## src/rtl/dsp_display_pkg.sv

```systemverilog
// dsp_display_pkg: operand widths, seven-segment digit patterns and anode patterns
package dsp_display_pkg;
    localparam int A_W = 7;
    localparam int B_W = 8;
    localparam int C_W = 7;
    localparam int P_W = 16;
    localparam int M_W = A_W + B_W;
    // Active-low cathodes, bit 6 = a ... bit 0 = g
    localparam logic [6:0] SEG_0 = 7'b0000001;
    localparam logic [6:0] SEG_1 = 7'b1001111;
    localparam logic [6:0] SEG_2 = 7'b0010010;
    localparam logic [6:0] SEG_3 = 7'b0000110;
    localparam logic [6:0] SEG_4 = 7'b1001100;
    localparam logic [6:0] SEG_5 = 7'b0100100;
    localparam logic [6:0] SEG_6 = 7'b0100000;
    localparam logic [6:0] SEG_7 = 7'b0001111;
    localparam logic [6:0] SEG_8 = 7'b0000000;
    localparam logic [6:0] SEG_9 = 7'b0000100;
    localparam logic [3:0] AN_THOU = 4'b0111;
    localparam logic [3:0] AN_HUND = 4'b1011;
    localparam logic [3:0] AN_TENS = 4'b1101;
    localparam logic [3:0] AN_UNIT = 4'b1110;
endpackage

```

## src/rtl/bcd_to_seg7.sv

```systemverilog
// bcd_to_seg7: decimal digit to active-low seven-segment pattern; non-decimal codes show "0"
module bcd_to_seg7
    import dsp_display_pkg::*;
(
    input  logic [3:0] digit_i,
    output logic [6:0] seg_o
);
    always_comb begin
        seg_o = SEG_0;
        case (digit_i)
            4'd1:    seg_o = SEG_1;
            4'd2:    seg_o = SEG_2;
            4'd3:    seg_o = SEG_3;
            4'd4:    seg_o = SEG_4;
            4'd5:    seg_o = SEG_5;
            4'd6:    seg_o = SEG_6;
            4'd7:    seg_o = SEG_7;
            4'd8:    seg_o = SEG_8;
            4'd9:    seg_o = SEG_9;
            default: seg_o = SEG_0;
        endcase
    end
endmodule

```

## src/rtl/dsp_macro_display.sv

```systemverilog
// dsp_macro_display: 3-stage P = A*B + C pipeline with a once-per-second capture
// multiplexed onto a four-digit common-anode seven-segment display
module dsp_macro_display
    import dsp_display_pkg::*;
#(
    parameter int ONE_SEC_COUNT = 100_000_000,
    parameter int REFRESH_BITS  = 20
) (
    input  logic           clock_100Mhz,
    input  logic           reset,
    input  logic [A_W-1:0] A,
    input  logic [B_W-1:0] B,
    input  logic [C_W-1:0] C,
    output logic [P_W-1:0] P,
    output logic [3:0]     Anode_Activate,
    output logic [6:0]     LED_out
);
    localparam int CNT_W = ONE_SEC_COUNT > 1 ? $clog2(ONE_SEC_COUNT) : 1;

    logic [A_W-1:0]          a_q;
    logic [B_W-1:0]          b_q;
    logic [C_W-1:0]          c_q, c2_q;
    logic [M_W-1:0]          prod_q, prod_d;
    logic [P_W-1:0]          p_q, p_d;
    logic [CNT_W-1:0]        cnt_q, cnt_d;
    logic [REFRESH_BITS-1:0] refresh_q, refresh_d;
    logic [P_W-1:0]          disp_q, disp_d;
    logic                    tick;
    logic [1:0]              sel;
    logic [3:0]              thou, hund, tens, unit, digit;

    always_comb begin
        prod_d    = M_W'(a_q) * M_W'(b_q);
        p_d       = P_W'(prod_q) + P_W'(c2_q);
        tick      = cnt_q == CNT_W'(ONE_SEC_COUNT - 1);
        cnt_d     = tick ? '0 : cnt_q + CNT_W'(1);
        disp_d    = tick ? p_q : disp_q;
        refresh_d = refresh_q + REFRESH_BITS'(1);
    end

    always_ff @(posedge clock_100Mhz) begin
        if (reset) begin
            a_q       <= '0;
            b_q       <= '0;
            c_q       <= '0;
            prod_q    <= '0;
            c2_q      <= '0;
            p_q       <= '0;
            cnt_q     <= '0;
            refresh_q <= '0;
            disp_q    <= '0;
        end else begin
            a_q       <= A;
            b_q       <= B;
            c_q       <= C;
            prod_q    <= prod_d;
            c2_q      <= c_q;
            p_q       <= p_d;
            cnt_q     <= cnt_d;
            refresh_q <= refresh_d;
            disp_q    <= disp_d;
        end
    end

    // Values of 10000 and above naturally show their low four decimal digits
    always_comb begin
        thou  = 4'((disp_q / P_W'(1000)) % P_W'(10));
        hund  = 4'((disp_q / P_W'(100)) % P_W'(10));
        tens  = 4'((disp_q / P_W'(10)) % P_W'(10));
        unit  = 4'(disp_q % P_W'(10));
        sel   = refresh_q[REFRESH_BITS-1 -: 2];
        digit = sel == 2'd0 ? thou : sel == 2'd1 ? hund : sel == 2'd2 ? tens : unit;
        Anode_Activate = sel == 2'd0 ? AN_THOU : sel == 2'd1 ? AN_HUND :
                         sel == 2'd2 ? AN_TENS : AN_UNIT;
    end

    bcd_to_seg7 u_seg (
        .digit_i (digit),
        .seg_o   (LED_out)
    );

    assign P = p_q;
endmodule

```

## config.mk

```make
export PLATFORM = sky130hd
export DESIGN_NAME = dsp_macro_display
export DESIGN_NICKNAME = d
export VERILOG_FILES = /design/src/rtl/dsp_display_pkg.sv /design/src/rtl/bcd_to_seg7.sv /design/src/rtl/dsp_macro_display.sv
export SDC_FILE = /design/constraint.sdc
export NUM_CORES = 1
export LEC_CHECK = 0
export ABC_AREA = 1
export BUFFER_PORTS_ARGS = -buffer_cell sky130_fd_sc_hd__buf_2
export CORE_UTILIZATION = 46
export DETAILED_ROUTE_END_ITERATION = 7
export GPL_TIMING_DRIVEN = 0
export HOLD_SLACK_MARGIN = 0.02
export SKIP_LAST_GASP = 1
export SLEW_MARGIN = 20
export SYNTH_ARGS = -nofsm -noshare
export SYNTH_HDL_FRONTEND = slang
export SYNTH_SLANG_ARGS = --single-unit
```

## constraint.sdc

```tcl
create_clock -name clock_100Mhz -period 20.5 [get_ports clock_100Mhz]
set_input_delay 6.15 -clock clock_100Mhz [delete_from_list [all_inputs] [get_ports clock_100Mhz]]
set_output_delay 6.15 -clock clock_100Mhz [all_outputs]
set_load 0.02 [all_outputs]
```

-- Word level (Yosys, flattened, before mapping)
Memory sizes are Yosys's and may differ from the RTL's.
Cells that the tools add are included.
- register bits: 123
- ROM bits: 112
- input port bits: 24
- output and inout port bits: 27
- logic and storage cells: 32
- memories kept: 1
- memories (memory ; depth ; width ; read ports ; clocked after memory_dff ; write ports ; line ; source):
    (no name shown) ; 16 ; 7 ; 1 ; 0 ; 0 ; bcd_to_seg7.sv:10 ; case (digit_i)
- add/subtract/negate cells: 3
- multiply operators: 1
- divide/modulo/power cells: 7
- equal/unequal tests: 3
- muxes and demuxes: 6
- reduce and logical (&&, ||, !) cells: 2
- operator list (kind ; count):
    remainder unit 16 x 4 -> 16 bit, second input constant ; 4
    adder 27 x 1 -> 27 bit, second input constant ; 1
    == test 27 bit, second input constant ; 1
    adder 20 x 1 -> 20 bit, second input constant ; 1
    adder 15 x 7 -> 16 bit ; 1
    divider 16 x 10 -> 16 bit, second input constant ; 1
    divider 16 x 4 -> 16 bit, second input constant ; 1
    divider 16 x 7 -> 16 bit, second input constant ; 1
    2-to-1 mux 4 bit ; 4
    multiplier 7 x 8 -> 15 bit ; 1
    2-to-1 mux 3 bit ; 1
    == test 2 x 1 -> 1 bit, second input constant ; 1
    == test 2 bit, second input constant ; 1
    zero test 2 bit ; 1
    2-to-1 mux 2 bit ; 1
    OR reduction 2 bit ; 1

-- Depth between registers and ports, before layout
An unclocked memory read counts as a cell.
- depth in word-level cells: 6
- depth in mapped cells: 68
- gate-level depth less buffers: 67

-- By module
From an unflattened synthesis, not the netlist that was laid out.
- cell total of the unflattened synthesis: 1822
- area total of the unflattened synthesis: 11542.3 µm²
- modules (own cells, without submodules) (module ; times used ; cells each ; area an instance (µm²) ; sequential area each (µm²)):
    dsp_macro_display ; 1 ; 1791 ; 11384.7 ; 2462.4
    bcd_to_seg7 ; 1 ; 31 ; 157.7 ; 0.0

-- Worst setup path before layout
OpenSTA, ideal clock, no wires.
- path kind: register -> output
- start point: register disp_q[11]
- end point: output port LED_out[3]
- data arrival time: 5403 ps
- data required time: 14350 ps
- path slack: 8947 ps
- cell stages (with the launch flop): 54
- path buffers: 1
- cell sequence: dfxtp_1 buf_8 clkinv_8 nand3_2 nand3_1 nand2_1 nand2_4 nor2_4 nand2_4 nand2_4 nand2_8 xor2_4 nand3_2 nand2_4 nand2_4 nand2_2 nand2_2 nor2_4 [... 18 more ...] nor2_2 nand2_2 nand2_2 nand2_2 nand4_2 nand2_2 nand2_2 nand2_1 nand2_2 a21boi_4 nand3_2 nand2_2 nand2_2 nand2_1 nand2_1 ha_1 nor2_2 nor2_1
- longest elaborated chain between the ends: 6
- elaborated cells between the ends (all ways): 11
- classes of those cells: div (7); mux (3); memory (1)
- ends and longest elaborated chain (element ; line ; source):
    from (decl) ; dsp_macro_display.sv:27 ; logic [P_W-1:0] disp_q, disp_d;
    from (signal assigned) ; dsp_macro_display.sv:61 ; disp_q <= disp_d;
    divider 16 x 4 -> 16 bit ; dsp_macro_display.sv:69 ; tens = 4'((disp_q / P_W'(10)) % P_W'(10));
    remainder unit 16 x 4 -> 16 bit ; dsp_macro_display.sv:69 ;
    2-to-1 mux 4 bit (2 in a row) ; dsp_macro_display.sv:72 ; digit = sel == 2'd0 ? thou : sel == 2'd1 ? hund : sel == 2'd2 ? tens : unit;
    2-to-1 mux 4 bit * ; dsp_macro_display.sv:72 ;
    memory read (16 x 7 bit) * ; - ;
    to (decl) ; dsp_macro_display.sv:16 ; output logic [6:0] LED_out
Every way passes the cells marked *; elsewhere a longest branch is shown, timed or not.

-- Worst setup path after layout
- start point: register disp_q[14]
- end point: output port LED_out[3]
The elaborated chain is that of the path after synthesis.

==> metrics.sh <==
OUTCOME='finished clean'
CORE_UM2=23700
SYNTH_EDF_COUNT=0
PLACE.GP.CONGESTION=0.868
DIE_HEIGHT_UM=158
PATH_CLASS='reg2out'
NUMBER_OF_NETS_IN_THE_LAYOUT=1954
YS_TYPES=61
CRIT_SLOWEST_CELL='sky130_fd_sc_hd__dfxtp_1'
ROUTE.DETAILED.VIAS_PER_INST=4.88
SEQUENTIAL_TO_TOTAL_AREA_SHARE_FROM_YOSYS_STAT=0.219
CP.REQUIRED_PS=14350
NUMCTSBUFFERS=17
ACHIEVABLE-FREQUENCY_MHz=78.4
HOLD_PATH.CLASS='reg2reg'
DESIGN_POWER_TOTAL_mW=0.601
CELLPOWERDENSITY_nW_PER_UM2=48.2
FINALSETUPVIOLCOUNT=0
NUMBER_OF_SINKS_DRIVEN_BY_THE_CLOCK_TREE=123
DRV_CAP=0
CTS_BUFFER_DEPTH=2
SYNTH_TOP_AREA_SHARE=0.219
INITIAL_UTILIZATION=0.474
SYNTH.YOSYS.WARNINGS=0
CTS.ROOT.BUFFER_CELL='sky130_fd_sc_hd__clkbuf_16'
DIE_W_UM=158
GRT_MAX_DEGREE=17
SYNTHTOLAYOUTAREAGROWTH_PCT=11.1
CRITICAL_PATH.REG2REG.ENDPOINT='prod_q[13]'
POST_SYNTH_MAIN_AREA_CONTRIBUTORS='sky130_fd_sc_hd__dfxtp_1, sky130_fd_sc_hd__nand2_1, sky130_fd_sc_hd__inv_1'
POST_DRT_WL_PER_CELL_UM=11.3
FINAL.SETUP.TNS_PS=0
FIN_CRIT_PS=12760
TIMING.CRITICAL_PATH.DEPTH=56
RSZ0062_AT_GRT='no'
PLACE_WS_PS=8170
TIMING.CRITICAL_PATH.ARRIVAL_PS=6610
WORST-PATH-MAX-FANOUT=10
DRIVE_GT1_FRAC=0.141
CTSHOLDBUFFERS=0
CLK_TRANSITION_REPORTED_PATHS_PS=60
ROUTE.DETAILED.DRC=0
DRTPASS1ITERATIONS=5
TRITONCTS_CLOCK_TREE='yes'
IRDROPWORSTVDD_mV=0.0634
SYN-MEAN-INSTANCE-AREA_UM2=6.28
DETAILED_PLACE_HPWL_UM=19800
IO_PINS=51
WORSTSETUPSTARTPOINTTYPE='register'
DRT-TOTAL-WL_UM=24700
PLACEMENT_ROWS=56
CLKLATENCYLATEPIN_PS=410
GRT_FIRST_PASS_WIRELENGTH_UM=42900
TIMING.HOLD.WORST_PATH_DEPTH=2
PORT_BUFFERS=49
FINALWORSTSETUPSLACK_PS=7740
MAPPEDNETLISTAREA_UM2=11200
SETUP.WORST_PATH.END_CLASS='primary output'
DRV_SLEW=0
REGISTER_TO_REGISTER_SETUP_SLACK_PS=15580
FINALHOLDVIOLCOUNT=0
TIMING.SLEW.HEADROOM=0.501
ROUTE.VIAS.TOTAL=10700
FILLERINSTANCES=2523
ANTENNADIODECOUNT=0
TIMING.FINAL.CRIT_SHARE=0.623
LAYOUT_COMMON_CELLS='sky130_fd_sc_hd__nand2_1, sky130_fd_sc_hd__inv_1, sky130_fd_sc_hd__nor2_1, sky130_fd_sc_hd__nand3_1, sky130_fd_sc_hd__dfxtp_1'
GLOBAL_ROUTE.USAGE.TOTAL=0.209
CRITICAL_PATH.N_BUFFERS_INVERTERS=9
HOLD_END='c2_q[3]'
WORST_R2R_STARTPOINT='a_q[3]'
POST_CTS_RESIZE_COUNT=0
ASYNC_FLOP_SHARE=0
WORST_SLEW_PIN_SLEW_PS=748
DETAILEDROUTE.FIRSTITERATIONVIOLATIONS=487
P_LEAK_nW=6.81
CRITICAL_PATH.MAX_STAGE_DELAY_PS=360
SYNTH-MAIN-FF-CELL='sky130_fd_sc_hd__dfxtp_1'
FINAL_COMMON_CELL='sky130_fd_sc_hd__nand2_1'
CRITPATHTOPFAMILY='simple AND/OR/NAND/NOR gates'
PATH_COMMON_CELL='sky130_fd_sc_hd__nand2_1'
DIEAREA_UM2=25000
R2R_CELLS=29
YS_SEQ_ELEMENTS=123
SYN-INSTANCE-COUNT=1786
GRT_REMAINING_OVERFLOW=0
YOSYSTOPAREACELL='sky130_fd_sc_hd__dfxtp_1'
CTS-HTREE-LEVELS=4
POST-CTS-SETUP-BUFFERS=0
SYNTHESIZED_NETS=1886
ANTENNA_VIOLATIONS_BEFORE_REPAIR=0
CLOCK-SKEW-FINAL_PS=10.4
ANT_NETS=0
FIRST_GLOBAL_VIAS=9767
STARTPOINT_OF_THE_LOWEST_SLACK_HOLD_PATH='c_q[3]'
[cell type report]
type	instances	area, um^2	area share
multi-input cells	1308	7320	0.587
inverters	317	1230	0.0987
well taps	319	399	0.0320
repair buffers	49	245	0.0197
flip-flops and latches	123	2460	0.197
plain buffers	38	209	0.0168
clock buffers	17	425	0.0341
clock inverters	15	178	0.0142
[metrics by stage]
stage	hold WS [ps]	instance area, um^2	utilization	cells
floorplan	388	11200	-	1786
global placement	392	11900	0.501	2154
detailed placement	397	11900	0.501	2154
CTS	411	12500	0.526	2186
global route	430	12500	0.526	2186
finish	410	12500	0.526	2186
[report_power, final]
part | switching (mW) | total [mW] | internal, mW | leakage, nW
Clock | 0.121 | 0.305 | 0.184 | 0.294
Combinational | 0.0276 | 0.0439 | 0.0163 | 5.52
Sequential | 0.00515 | 0.252 | 0.247 | 1.00
[synthesized netlist by cell type, drive strengths merged, types with 3 or more instances]
cell type	instances
nand2	564
dfxtp	123
nor3	28
xor2	19
buf	12
inv	309
nor4	6
clkbuf	26
xnor2	7
o21ai	88
fa	30
a211oi	3
o21bai	3
nand3	169
a21oi	88
nor2	186
nand4	29
nand3b	5
or2	3
ha	46
nor3b	3
clkinv	8
a31oi	5
o21a	8
[registers in the layout, summed over array words and instances (netlist names)]
name,cells
c2_q,7
refresh_q,20
cnt_q,27
P,16
disp_q,16
prod_q,15
a_q,7
c_q,7
b_q,8
[per-layer routing]
layer  vias to the layer above  track usage  routed length [um]
met5                         -            0                   0
met4                         0       0.0600                 388
met3                        28       0.0263                 633
met2                       120        0.387               12100
met1                      4761        0.250               11600
li1                       5754            -                   -
[tightest hold or removal path, cell delays in order, from the launching register on]
cell and delay (ps):
sky130_fd_sc_hd__dfxtp_1 300, sky130_fd_sc_hd__inv_1 40, sky130_fd_sc_hd__nor2_1 30
[worst max-delay path by stage]
stage,from,to
2_1_floorplan,disp_q[11],LED_out[3]
3_3_place_gp,disp_q[14],LED_out[3]
3_5_place_dp,disp_q[14],LED_out[3]
4_1_cts,disp_q[14],LED_out[3]
5_1_grt,disp_q[9],LED_out[6]
6_report,disp_q[14],LED_out[3]
[cell families after synthesis]
family                   Yosys count  share of synthesized area
AND/OR/NAND/NOR                  998                      0.417
buffers and inverters            355                      0.128
AO/OA/AOI/OAI                    208                      0.109
flip-flops                       123                      0.219
adder cells (fa/ha/maj)           76                      0.105
XOR/XNOR                          26                     0.0220
No activity file was read; power rests on OpenSTA's default activity.
